`config.mk`:
```
export PLATFORM = sky130hd
export DESIGN_NAME = serial_subtractor
export DESIGN_NICKNAME = d
export VERILOG_FILES = /design/src/rtl/serial_sub_pkg.sv /design/src/rtl/full_subtractor.sv /design/src/rtl/serial_subtractor.sv
export SDC_FILE = /design/constraint.sdc
export NUM_CORES = 1
export LEC_CHECK = 0
export CAP_MARGIN = 15
export CORE_MARGIN = 3
export CORE_UTILIZATION = 50
export DETAILED_ROUTE_END_ITERATION = 16
export PLACE_DENSITY = 0.87
export SLEW_MARGIN = 20
export SYNTH_ARGS = -nofsm -noshare
export SYNTH_HDL_FRONTEND = slang
export SYNTH_SLANG_ARGS = --single-unit
```
`constraint.sdc`:
```
create_clock -name clk -period 3.15 [get_ports clk]
set_input_delay 0.63 -clock clk [delete_from_list [all_inputs] [get_ports clk]]
set_output_delay 0.63 -clock clk [all_outputs]
set_load 0.01 [all_outputs]
```
`src/rtl/serial_sub_pkg.sv`:
```
// Shared constants for the bit-serial subtractor: FSM state encoding and
// the default operand width.
package serial_sub_pkg;

    localparam int unsigned DEFAULT_N = 4;
    localparam int unsigned STATE_W   = 2;

    localparam logic [STATE_W-1:0] ST_IDLE = 2'd0;
    localparam logic [STATE_W-1:0] ST_CALC = 2'd1;
    localparam logic [STATE_W-1:0] ST_DONE = 2'd2;

endpackage

```
`src/rtl/full_subtractor.sv`:
```
// Single-bit full subtractor cell, purely combinational.
// Ports:
//   a, b - minuend and subtrahend bits
//   bin  - borrow in
//   d    - difference bit
//   bo   - borrow out
module full_subtractor (
    input  logic a,
    input  logic b,
    input  logic bin,
    output logic d,
    output logic bo
);

    assign d  = a ^ b ^ bin;
    assign bo = (~a & b) | (~(a ^ b) & bin);

endmodule

```
`src/rtl/serial_subtractor.sv`:
```
// Bit-serial N-bit subtractor: diff = a - b, LSB first, one bit per clock
// through one full_subtractor cell with a registered borrow.
// Ports:
//   clk, rst_n           - clock (rising edge), async active-low reset
//   in_valid / in_ready  - operand handshake (ready only in IDLE)
//   a, b                 - unsigned minuend / subtrahend, N bits
//   out_valid / out_ready- result handshake, result held until consumed
//   diff                 - (a - b) mod 2^N
//   bout                 - final borrow (a < b)
//   out                  - {bout, diff}
//   ovf                  - signed overflow, only when SERIAL_SUB_OVF_EN is defined
module serial_subtractor
    import serial_sub_pkg::*;
#(
    parameter int unsigned N = DEFAULT_N
) (
    input  logic         clk,
    input  logic         rst_n,
    input  logic         in_valid,
    output logic         in_ready,
    input  logic [N-1:0] a,
    input  logic [N-1:0] b,
    output logic         out_valid,
    input  logic         out_ready,
    output logic [N-1:0] diff,
    output logic         bout,
    output logic [N:0]   out
`ifdef SERIAL_SUB_OVF_EN
    ,
    output logic         ovf
`endif
);

    localparam int unsigned CNT_W = $clog2(N);

    logic [STATE_W-1:0] state;
    logic [STATE_W-1:0] state_next;
    logic [N-1:0]       a_sr;
    logic [N-1:0]       b_sr;
    logic               borrow_q;
    logic [CNT_W-1:0]   cnt;
    logic               d_c;
    logic               bo_c;
    logic               last_bit_c;

    full_subtractor u_fs (
        .a   (a_sr[0]),
        .b   (b_sr[0]),
        .bin (borrow_q),
        .d   (d_c),
        .bo  (bo_c)
    );

    assign last_bit_c = (cnt == CNT_W'(N - 1));
    assign out        = {bout, diff};

    // State register
    always_ff @(posedge clk or negedge rst_n) begin
        if (!rst_n) begin
            state <= ST_IDLE;
        end else begin
            state <= state_next;
        end
    end

    // Next-state logic
    always_comb begin
        state_next = state;
        case (state)
            ST_IDLE: if (in_valid)   state_next = ST_CALC;
            ST_CALC: if (last_bit_c) state_next = ST_DONE;
            ST_DONE: if (out_ready)  state_next = ST_IDLE;
            default:                 state_next = ST_IDLE;
        endcase
    end

    // Handshake flags are registered decodes of the upcoming state
    always_ff @(posedge clk or negedge rst_n) begin
        if (!rst_n) begin
            in_ready  <= 1'b1;
            out_valid <= 1'b0;
        end else begin
            in_ready  <= (state_next == ST_IDLE);
            out_valid <= (state_next == ST_DONE);
        end
    end

    // Datapath: operand capture, one-bit-per-cycle shift, result hold
    always_ff @(posedge clk or negedge rst_n) begin
        if (!rst_n) begin
            a_sr     <= '0;
            b_sr     <= '0;
            borrow_q <= 1'b0;
            cnt      <= '0;
            diff     <= '0;
            bout     <= 1'b0;
        end else begin
            case (state)
                ST_IDLE: begin
                    if (in_valid) begin
                        a_sr     <= a;
                        b_sr     <= b;
                        borrow_q <= 1'b0;
                        cnt      <= '0;
                    end
                end
                ST_CALC: begin
                    a_sr     <= a_sr >> 1;
                    b_sr     <= b_sr >> 1;
                    borrow_q <= bo_c;
                    cnt      <= cnt + CNT_W'(1);
                    // New bit enters at the MSB; after N steps bit 0 is the LSB result
                    diff     <= {d_c, diff[N-1:1]};
                    if (last_bit_c) begin
                        bout <= bo_c;
                    end
                end
                default: ;
            endcase
        end
    end

`ifdef SERIAL_SUB_OVF_EN
    // Overflow = borrow into MSB xor borrow out of MSB, captured on the MSB step
    always_ff @(posedge clk or negedge rst_n) begin
        if (!rst_n) begin
            ovf <= 1'b0;
        end else if (state == ST_CALC && last_bit_c) begin
            ovf <= borrow_q ^ bo_c;
        end
    end
`endif

endmodule

```
==> flow_summary.html <==
<table>
<tr><th>Metric</th><th>Value</th></tr>
<tr><th colspan="2">Status</th></tr>
<tr><td>Run status</td><td>complete, no violations</td></tr>
<tr><th colspan="2">Final layout</th></tr>
<tr><td>Storage cell area</td><td>501.7 µm²</td></tr>
<tr><td>Final Net Count</td><td>121</td></tr>
<tr><td>Share of post-route cells with drive strength above 1</td><td>0.06604</td></tr>
<tr><td>ANT cells</td><td>0</td></tr>
<tr><td>Syn-to-layout area delta</td><td>25.89%</td></tr>
<tr><td>Area of the multi-input gates</td><td>approximately 340 µm²</td></tr>
<tr><td>Filler cell count</td><td>114</td></tr>
<tr><th colspan="2">Timing</th></tr>
<tr><td>Slew at the pin with the worst max-slew slack</td><td>about 0.86 ns</td></tr>
<tr><td>Clock skew</td><td>0.01083 ns</td></tr>
<tr><td>Final Hold Violating Endpoints</td><td>0</td></tr>
<tr><td>Worst Setup Slack, final</td><td>1.140 ns</td></tr>
<tr><td>Setup repair after global routing missed its margin</td><td>false</td></tr>
<tr><td>Period utilization</td><td>0.6380</td></tr>
<tr><td>Fmax</td><td>0.4976 GHz</td></tr>
<tr><td>Max_slew headroom</td><td>0.4241</td></tr>
<tr><td>Final-layout setup total negative slack</td><td>0 ns</td></tr>
<tr><td>Setup violation total in the final timing report</td><td>0</td></tr>
<tr><td>Min Clock Period, post-route</td><td>2.010 ns</td></tr>
<tr><td>Final Slew Violations</td><td>0</td></tr>
<tr><th colspan="2">Placed design</th></tr>
<tr><td>IO Port Bufs</td><td>23</td></tr>
<tr><td>Routability cong.</td><td>0.7560</td></tr>
<tr><td>Final HPWL DP</td><td>1393 µm</td></tr>
<tr><td>Post-placement worst setup slack</td><td>between 1 and 1.5 ns</td></tr>
<tr><th colspan="2">Worst setup path</th></tr>
<tr><td>Category of cells accounting for the largest share of critical-path delay</td><td>flip-flops</td></tr>
<tr><td>Worst path buffer plus inverter count</td><td>1</td></tr>
<tr><td>Required time of the critical path</td><td>2.52 ns</td></tr>
<tr><td>Endpoint class of the critical path</td><td>output port</td></tr>
<tr><td>CP peak stage delay</td><td>about 0.54 ns</td></tr>
<tr><td>CP cell instances</td><td>clkdlybuf4s50_1</td></tr>
<tr><td>CP Max Fanout</td><td>1</td></tr>
<tr><td>Worst endpoint data arrival time</td><td>~1.4 ns</td></tr>
<tr><td>CP Class</td><td>reg2out</td></tr>
<tr><td>Crit path max-delay cell type</td><td>sky130_fd_sc_hd__dfstp_2</td></tr>
<tr><td>Startpoint types</td><td>register</td></tr>
<tr><th colspan="2">Pwr</th></tr>
<tr><td>Internal power of the cells</td><td>0.0007246 W</td></tr>
<tr><td>Net load switching power</td><td>0.0004519 W</td></tr>
<tr><td>Switching Share</td><td>0.3841</td></tr>
<tr><td>Share of total power in sequential cells</td><td>0.423</td></tr>
<tr><td>Static leakage power</td><td>0.5107 nW</td></tr>
<tr><td>Combinational share of power</td><td>0.451</td></tr>
<tr><td>Clock power share</td><td>0.126</td></tr>
<tr><td>Power per standard cell area</td><td>1023 nW/µm²</td></tr>
<tr><td>Maximum vdd ir drop</td><td>around 640 µV</td></tr>
<tr><th colspan="2">Global routing</th></tr>
<tr><td>Grt ovf</td><td>0</td></tr>
<tr><td>Global-route wire length before repair</td><td>3187 µm</td></tr>
<tr><td>Initial antenna violation count</td><td>0</td></tr>
<tr><td>GRT Util Overall</td><td>0.1745</td></tr>
<tr><td>Vias in the first global route</td><td>705</td></tr>
<tr><td>Maximum number of pins on one net before global-route repair</td><td>21</td></tr>
<tr><th colspan="2">Yosys</th></tr>
<tr><td>Cell Area, Synth</td><td>913.4 µm²</td></tr>
<tr><td>Sequential element share of the synthesized area</td><td>0.5493</td></tr>
<tr><td>Seq cells post-synth</td><td>20</td></tr>
<tr><td>Synthesized netlist net count</td><td>just over 100</td></tr>
<tr><td>Mean area per synthesized cell</td><td>10.38 µm²</td></tr>
<tr><td>Number of library cell types mapped by synthesis</td><td>23</td></tr>
<tr><td>Number of instances in the synthesized netlist</td><td>88</td></tr>
<tr><td>Synthesis warning total</td><td>0</td></tr>
<tr><th colspan="2">Clock network</th></tr>
<tr><td>Insertion delay to the later sink of the worst-skew pair</td><td>a little over 0.3 ns</td></tr>
<tr><td>Clock buffers created by TritonCTS</td><td>3</td></tr>
<tr><td># H-tree levels</td><td>1</td></tr>
<tr><td>Root buffer selected by CTS</td><td>sky130_fd_sc_hd__clkbuf_4</td></tr>
<tr><td>Number of instances resized during post-cts repair</td><td>0</td></tr>
<tr><td>Setup bufs post-CTS</td><td>0</td></tr>
<tr><td>Number of clock sinks</td><td>20</td></tr>
<tr><td>Hold-fix buffers at CTS</td><td>0</td></tr>
<tr><td>Maximum clock insertion buffer count</td><td>2</td></tr>
<tr><td>CTS tree</td><td>built</td></tr>
<tr><td>Register clock-pin slew on the reported worst setup and hold paths</td><td>between 0.1 and 0.15 ns</td></tr>
<tr><th colspan="2">Detailed routing</th></tr>
<tr><td>First-pass DRT Iterations</td><td>4</td></tr>
<tr><td>Number of nets with antenna violations after routing</td><td>0</td></tr>
<tr><td>Total number of vias</td><td>715</td></tr>
<tr><td>Count of routing violations after the opening detailed-route iteration</td><td>9</td></tr>
<tr><td>WL final</td><td>approximately 1900 µm</td></tr>
<tr><td>Via density per instance</td><td>5.500</td></tr>
<tr><td>Post-detailed-route DRC marker count</td><td>0</td></tr>
<tr><td>Wire per inst</td><td>14.50 µm</td></tr>
<tr><th colspan="2">Die</th></tr>
<tr><td>Number of core rows</td><td>14</td></tr>
<tr><td>Number of primary I/O pins</td><td>24</td></tr>
<tr><td>Die outline width</td><td>48.74 µm</td></tr>
<tr><td>Die area</td><td>2376 µm²</td></tr>
<tr><td>Floorplan die height</td><td>48.74 µm</td></tr>
<tr><td>Initial Util</td><td>0.5668</td></tr>
<tr><td>Area of the placeable core</td><td>between 1500 and 2000 µm²</td></tr>
<tr><th colspan="2">Min path</th></tr>
<tr><td>Class of the tightest hold or removal check</td><td>reg2reg</td></tr>
<tr><th colspan="2">Flow run</th></tr>
<tr><td>Max-capacitance violation count</td><td>0</td></tr>
</table>
[registers in the layout, indices dropped and copies added (netlist names)]
signal,flops
a_sr,4
b_sr,4
diff,4
cnt,2
state,2
borrow_q,1
bout,1
in_ready,1
out_valid,1
[per-layer routing]
| layer | wire length, µm | GRT usage | up-vias |
|---|---|---|---|
| met1 | 786 | 0.2107 | 345 |
| met5 | 0 | 0 | - |
| met3 | 120 | 0.03067 | 2 |
| met2 | 949 | 0.2986 | 29 |
| met4 | 27 | 0.08531 | 0 |
| li1 | - | - | 339 |
[layout make-up]
cell class                 instances  share of cell area
tap                               24             0.02612
inverter                           3            0.009793
timing repair buffer              23              0.2002
sequential                        20              0.4363
multi-input combinational         56              0.2960
clock buffer                       4             0.03156
[final timing paths]
path / startpoint / to / slack (ns) / cells past startpoint
min in group asynchronous: rst_n / borrow_q$_DFFE_PN0P_ / 0.80 / 1
worst max-delay path: in_ready$_DFF_PN1_ / in_ready / 1.14 / 1
worst min-delay path: diff[0]$_DFFE_PN0P_ / diff[0]$_DFFE_PN0P_ / 0.52 / 2
worst max register to register: state[0]$_DFF_PN0_ / bout$_DFFE_PN0P_ / 1.61 / 3
worst min register to register: diff[0]$_DFFE_PN0P_ / diff[0]$_DFFE_PN0P_ / 0.52 / 2
max in group asynchronous: rst_n / state[0]$_DFF_PN0_ / 1.81 / 1
[cell usage in the layout (no fill, tap or decap), types with 2 or more instances in the layout]
master	count
sky130_fd_sc_hd__clkdlybuf4s50_1	23
sky130_fd_sc_hd__dfrtp_1	19
sky130_fd_sc_hd__nand2_1	14
sky130_fd_sc_hd__nor2_1	8
sky130_fd_sc_hd__o21ai_0	7
sky130_fd_sc_hd__o32ai_1	6
sky130_fd_sc_hd__o22ai_1	6
sky130_fd_sc_hd__nand2b_1	4
sky130_fd_sc_hd__clkbuf_4	3
sky130_fd_sc_hd__inv_1	2
sky130_fd_sc_hd__a22o_1	2
[power by group through the flow]
stage	registers, W	logic, W	clock network, W
4_1_cts	0.000496	0.000535	0.000153
3_5_place_dp	0.000502	0.000531	0
2_1_floorplan	0.000474	0.000370	0
5_1_grt	0.000516	0.000579	0.000165
3_3_place_gp	0.000492	0.000501	0
6_report	0.000498	0.000531	0.000148
[cells by family (layout without fill, tap and decap cells)]
group                      count (synthesis)  in the layout  synth area share
AOI/OAI and AO/OA                         22             22            0.1616
adders and majority gates                  2              2           0.03562
buffers and inverters                     12             30           0.07807
DFF                                       20             20            0.5493
muxes                                      2              2           0.02329
and+or+nand+nor                           30             30            0.1521
[cells in the mapped netlist]
| cell type | n | area share |
|---|---|---|
| sky130_fd_sc_hd__nand2b_1 | 4 | 0.027 |
| sky130_fd_sc_hd__ha_1 | 1 | 0.014 |
| sky130_fd_sc_hd__buf_2 | 2 | 0.011 |
| sky130_fd_sc_hd__o22ai_1 | 6 | 0.041 |
| sky130_fd_sc_hd__a21oi_1 | 1 | 0.0055 |
| sky130_fd_sc_hd__nor2b_1 | 1 | 0.0069 |
| sky130_fd_sc_hd__nor2b_4 | 1 | 0.015 |
| sky130_fd_sc_hd__nor3_1 | 1 | 0.0055 |
| sky130_fd_sc_hd__o21ai_0 | 7 | 0.038 |
| sky130_fd_sc_hd__dfstp_2 | 1 | 0.029 |
| sky130_fd_sc_hd__inv_1 | 2 | 0.0082 |
| sky130_fd_sc_hd__mux2i_1 | 1 | 0.011 |
| sky130_fd_sc_hd__dfrtp_1 | 19 | 0.52 |
| sky130_fd_sc_hd__buf_4 | 6 | 0.049 |
| sky130_fd_sc_hd__fa_1 | 1 | 0.022 |
| sky130_fd_sc_hd__clkbuf_2 | 1 | 0.0055 |
| sky130_fd_sc_hd__inv_2 | 1 | 0.0041 |
| sky130_fd_sc_hd__mux2_1 | 1 | 0.012 |
| sky130_fd_sc_hd__nor2_1 | 8 | 0.033 |
| sky130_fd_sc_hd__o32ai_1 | 6 | 0.058 |
| sky130_fd_sc_hd__nand2_1 | 14 | 0.058 |
| sky130_fd_sc_hd__or2_1 | 1 | 0.0069 |
| sky130_fd_sc_hd__a22o_1 | 2 | 0.019 |
[metrics by stage]
step                      power (W)  std cells    util  cell area, µm²  hold WS [ns]
after CTS                  0.001184        130  0.7135            1150        0.5202
after floorplan           0.0008448         88       -           913.4        0.3344
after global placement    0.0009925        126  0.6910            1114        0.4821
after detailed placement   0.001033        126  0.6910            1114        0.4918
final                      0.001177        130  0.7135            1150        0.5156
after global routing       0.001260        130  0.7135            1150        0.5375
(Power assumes the default switching activity.)
==> RTL change 1 (config.mk and constraints unchanged) <==
Add a define of `SERIAL_SUB_OVF_EN`.
--- a/src/rtl/serial_subtractor.sv
+++ b/src/rtl/serial_subtractor.sv
@@ -9,6 +9,8 @@
 //   bout                 - final borrow (a < b)
 //   out                  - {bout, diff}
 //   ovf                  - signed overflow, only when SERIAL_SUB_OVF_EN is defined
+`define SERIAL_SUB_OVF_EN
+
 module serial_subtractor
     import serial_sub_pkg::*;
 #(
Formal check against the unedited RTL (old outputs only; new: ovf): equivalent (equiv_simple and equiv_induct, registers matched by name and starting in step).
==> RTL change 1 against the original RTL <==
Critical endpoint unchanged. Sequential cell count grew 1. Sequential share of layout area down 0.68 points. Area after synthesis up 9.2%. Total power up 4.9%. Wire length is 12% lower. Final cell count decreased by 8.5%. Design area up 6.6%. Worst setup slack better by 0.035 ns.
==> RTL change 1: results (changes against the original RTL) <==
ys.flop_type: "dfrtp_1"
cts_hold_buf: 0  # unchanged
clock_latency_ns: 0.30
grt_pass1_vias: 619  # -12%
reg2reg_slack_ns: 1.53  # -0.08 ns
final_cells: 119  # -8.5%
dp_hpwl_um: 1179  # -15%
post_synth.cell_area_avg_um2: 13.12  # +26%
cp.arrival_ns: 1.34  # -0.04 ns
ir_worst_vdd_v: 0.0005734  # -11%
drive_gt1_share_pct: 17.02  # +10 points
synth_commonest_cells: "dfrtp_1, o221a_2, or4b_1"
slew_headroom_pct: 39.63  # -2.8 points
cts.path.max_buffers: 2  # unchanged
place_ws_ns: 1.123  # -0.1323 ns
top_regs: "a_sr (4), b_sr (4), diff (4)"
grt_use_total_pct: 16.04  # -1.4 points
holdPathEnd: "cnt[0]$_DFFE_PN0P_"
ys_seq_area_share_pct: 52.82  # -2.1 points
swShare_pct: 34.01  # -4.4 points
async_flop_share_pct: 100.0  # unchanged
hp-start: "cnt[0]$_DFFE_PN0P_"
skew_ns: 0.005596  # -0.005237 ns
reg2reg_from: "state[1]$_DFF_PN0_"
p_clk_uw: 127  # -14%
routed-wl-met2_um: 779  # -18%
p_leak_uw: 0.0005240  # +2.6%
wl_met3_um: 82  # -32%
grtUsageMet2_pct: 22.61  # -7.3 points
grt_util_met3_pct: 2.671  # -0.40 points
numPortBuffers: 24  # +4.3%
synth_cell_types: 26  # +13%
use_met1_pct: 21.84  # +0.77 points
viasPerCell: 5.361  # -2.5%
r2r.worst_path.cells: 2  # -1
syn_nets: 90  # -12%
grt_pass1_wl_um: 2967  # -6.9%
gp_congestion: 0.7777  # +2.9%
grt_start_max_net_pins: 22  # +4.8%
drt_first_iter_violations: 8  # -1
n_fill_cell: 138  # +21%
routed_wl_um: 1662  # -12%
pwr-share-comb_pct: 47.6  # +2.5 points
synth_area_leaders: "dfrtp_1, o221a_2, or4b_1"
nNetsFinal: 109  # -9.9%
r2r-end: "diff[2]$_DFFE_PN0N_"
power_frac_clock_pct: 10.3  # -2.3 points
status: "complete, no violations"
layout_min_cycle_time_ns: 1.975  # -0.03484 ns
met1Wirelength_um: 770  # -2.0%
hold_depth: 1  # -1
RTL change 1: logic make-up (layout without fill, tap and decap cells):
family	after synthesis	in the layout	synth area share, %
XOR/XNOR	1	1	0.8785
AO/OA/AOI/OAI	15	15	13.80
AND/OR/NAND/NOR	16	16	13.17
adder cells (fa/ha/maj)	2	2	3.262
flip-flops	21	21	52.82
buffers and inverters	14	32	8.405
multiplexers	7	7	7.653
RTL change 1: stage by stage:
stage / instance area [um2] / hold slack [ns] / utilization, %
CTS: 1226 / 0.4958 / 68.06
detailed placement: 1200 / 0.4805 / 66.60
global placement: 1200 / 0.4732 / 66.60
floorplan: 997.2 / 0.3344 / -
global route: 1226 / 0.5074 / 68.06
finish: 1226 / 0.4904 / 68.06
RTL change 1: area by class of cell:
type | instances | area, um2 | area share [%]
inverter | 4 | 15.01 | 1.224
timing repair buffer | 24 | 240.2 | 19.59
multi-input combinational | 41 | 386.6 | 31.53
tap | 25 | 31.28 | 2.551
clock buffer | 4 | 26.28 | 2.143
sequential | 21 | 526.8 | 42.96
==> RTL change 2 (same settings) <==
Made on the original files. Change the package constant `STATE_W` from 2 to 3.
--- a/src/rtl/serial_sub_pkg.sv
+++ b/src/rtl/serial_sub_pkg.sv
@@ -3,7 +3,7 @@
 package serial_sub_pkg;
 
     localparam int unsigned DEFAULT_N = 4;
-    localparam int unsigned STATE_W   = 2;
+    localparam int unsigned STATE_W   = 3;
 
     localparam logic [STATE_W-1:0] ST_IDLE = 2'd0;
     localparam logic [STATE_W-1:0] ST_CALC = 2'd1;
Behaviour: no difference found for any inputs over 10 cycles, from zero or initial values and one cycle with rst_n low; that may be too few to reach the edited logic, so the function may still have changed.
==> RTL change 2 against the original RTL <==
Worst setup slack better by 0.030 ns. Synthesized cell count increased by 1.1%. Count of clock-buffer cells in the layout decreased by 1. Maximum frequency grew 1.5%. Die area is 1.2% higher. Final cell count increased by 0.77%. Combinational power down 38%. Total power shrank 25%. Sequential cell count rose by 1. Clock skew down 0.0080 ns. Design area unchanged. Wire length is 8.1% lower. Area after synthesis is 1.4% higher. Clock power fell by 13%. Critical endpoint unchanged. Largest cell class unchanged.
==> RTL change 2: results (changes against the original RTL) <==
status: "complete, no violations"
r2r-end: "cnt[1]$_DFFE_PN0P_"
routed-wl-met2_um: 898  # -5.4%
routed_wl_um: 1733  # -8.1%
hp-start: "diff[0]$_DFFE_PN0P_"
place_ws_ns: 0.9569  # -0.2988 ns
grt_use_total_pct: 17.02  # -0.44 points
grtUsageMet2_pct: 26.92  # -2.9 points
h-tree-depth: 1  # unchanged
post_synth.cell_area_avg_um2: 10.40  # +0.23%
synth_warnings: 0  # unchanged
vias: 663  # -7.3%
die-area_mm2: 0.002404  # +1.2%
synth_mux_area_share_pct: 1.081  # -1.2 points
drt_first_iter_violations: 6  # -3
dp.cells: 127  # +0.79%
p_leak_uw: 0.0005089  # -0.35%
drive_gt1_share_pct: 8.411  # +1.8 points
cts_setup_buffers: 0  # unchanged
hp-class: "reg -> reg"
holdWs_ns: 0.5153  # -0.0002510 ns
reg2reg_slack_ns: 1.50  # -0.11 ns
layout_min_cycle_time_ns: 1.980  # -0.02961 ns
synth_area_leaders: "dfrtp_1, nand2_1, o22ai_1"
critPathMaxFanout: 1  # unchanged
use_met1_pct: 23.40  # +2.3 points
ys_seq_area_share_pct: 56.89  # +2.0 points
grt_pass1_wl_um: 3180  # -0.22%
r2r.worst_path.cells: 3  # unchanged
synthAdderAreaFrac_pct: 3.514  # -0.048 points
cp.arrival_ns: 1.35  # -0.03 ns
syn_nets: 103  # +0.98%
skew_ns: 0.002830  # -0.008003 ns
worst_path_largest_cell_delay_ns: 0.53
grt_util_met3_pct: 3.364  # +0.30 points
met1Wirelength_um: 755  # -3.9%
first_pass_iters: 3  # -1
dp_hpwl_um: 1266  # -9.1%
grt_start_max_net_pins: 22  # +4.8%
place_area_mm2: 0.001122  # +0.79%
gp_congestion: 0.7007  # -7.3%
synth_cell_types: 25  # +8.7%
cts.clk_slew.worst_paths_ns: 0.12
antenna_cells: 0  # unchanged
clock_latency_ns: 0.30
reg2reg_from: "state[2]$_DFF_PN0_"
worst_pin_slew_ns: 0.9071  # +0.04597 ns
wl_met3_um: 66  # -45%
grt_pass1_vias: 668  # -5.2%
synth-compound-area-share_pct: 9.459  # -6.7 points
nNetsFinal: 122  # +0.83%
cp_top_family: "flip-flops"
ir_worst_vdd_v: 0.0004807  # -25%
viasPerCell: 5.061  # -8.0%
top_layer: "met4"
synth_commonest_cells: "dfrtp_1, nand2_1, nor2_1, o22ai_1"
cts-root-buf: "clkbuf_4"
-- RTL change 2: changes by cell type after synthesis, sizes merged, moves of 2 or more --
cell,before,now
o32ai,6,0
o21ai,7,2
a21oi,1,5
nand2,14,18
nand2b,4,0
nor3,1,5
nor2b,2,0
or3b,0,2
-- RTL change 2: cells by family after synthesis --
| logic type | after synthesis |
|---|---|
| flip-flops | 21 |
| multiplexers | 1 |
| adder cells (fa/ha/maj) | 2 |
| AND/OR/NAND/NOR | 37 |
| other | 1 |
| buffers and inverters | 12 |
| AO/OA/AOI/OAI | 15 |
-- RTL change 2: layout make-up --
type | instances | area, um2
sequential | 21 | 526.8
fill | 127 | 479.2
multi-input combinational | 56 | 324.1
timing repair buffer | 23 | 230.2
tap | 24 | 30.03
clock buffer | 3 | 22.52
inverter | 3 | 11.26
clock inverter | 1 | 5.005
-- RTL change 2: where the power goes --
group          switching (uW)  internal, uW
logic                     144           185
clock network            81.6          47.2
registers                62.4           359
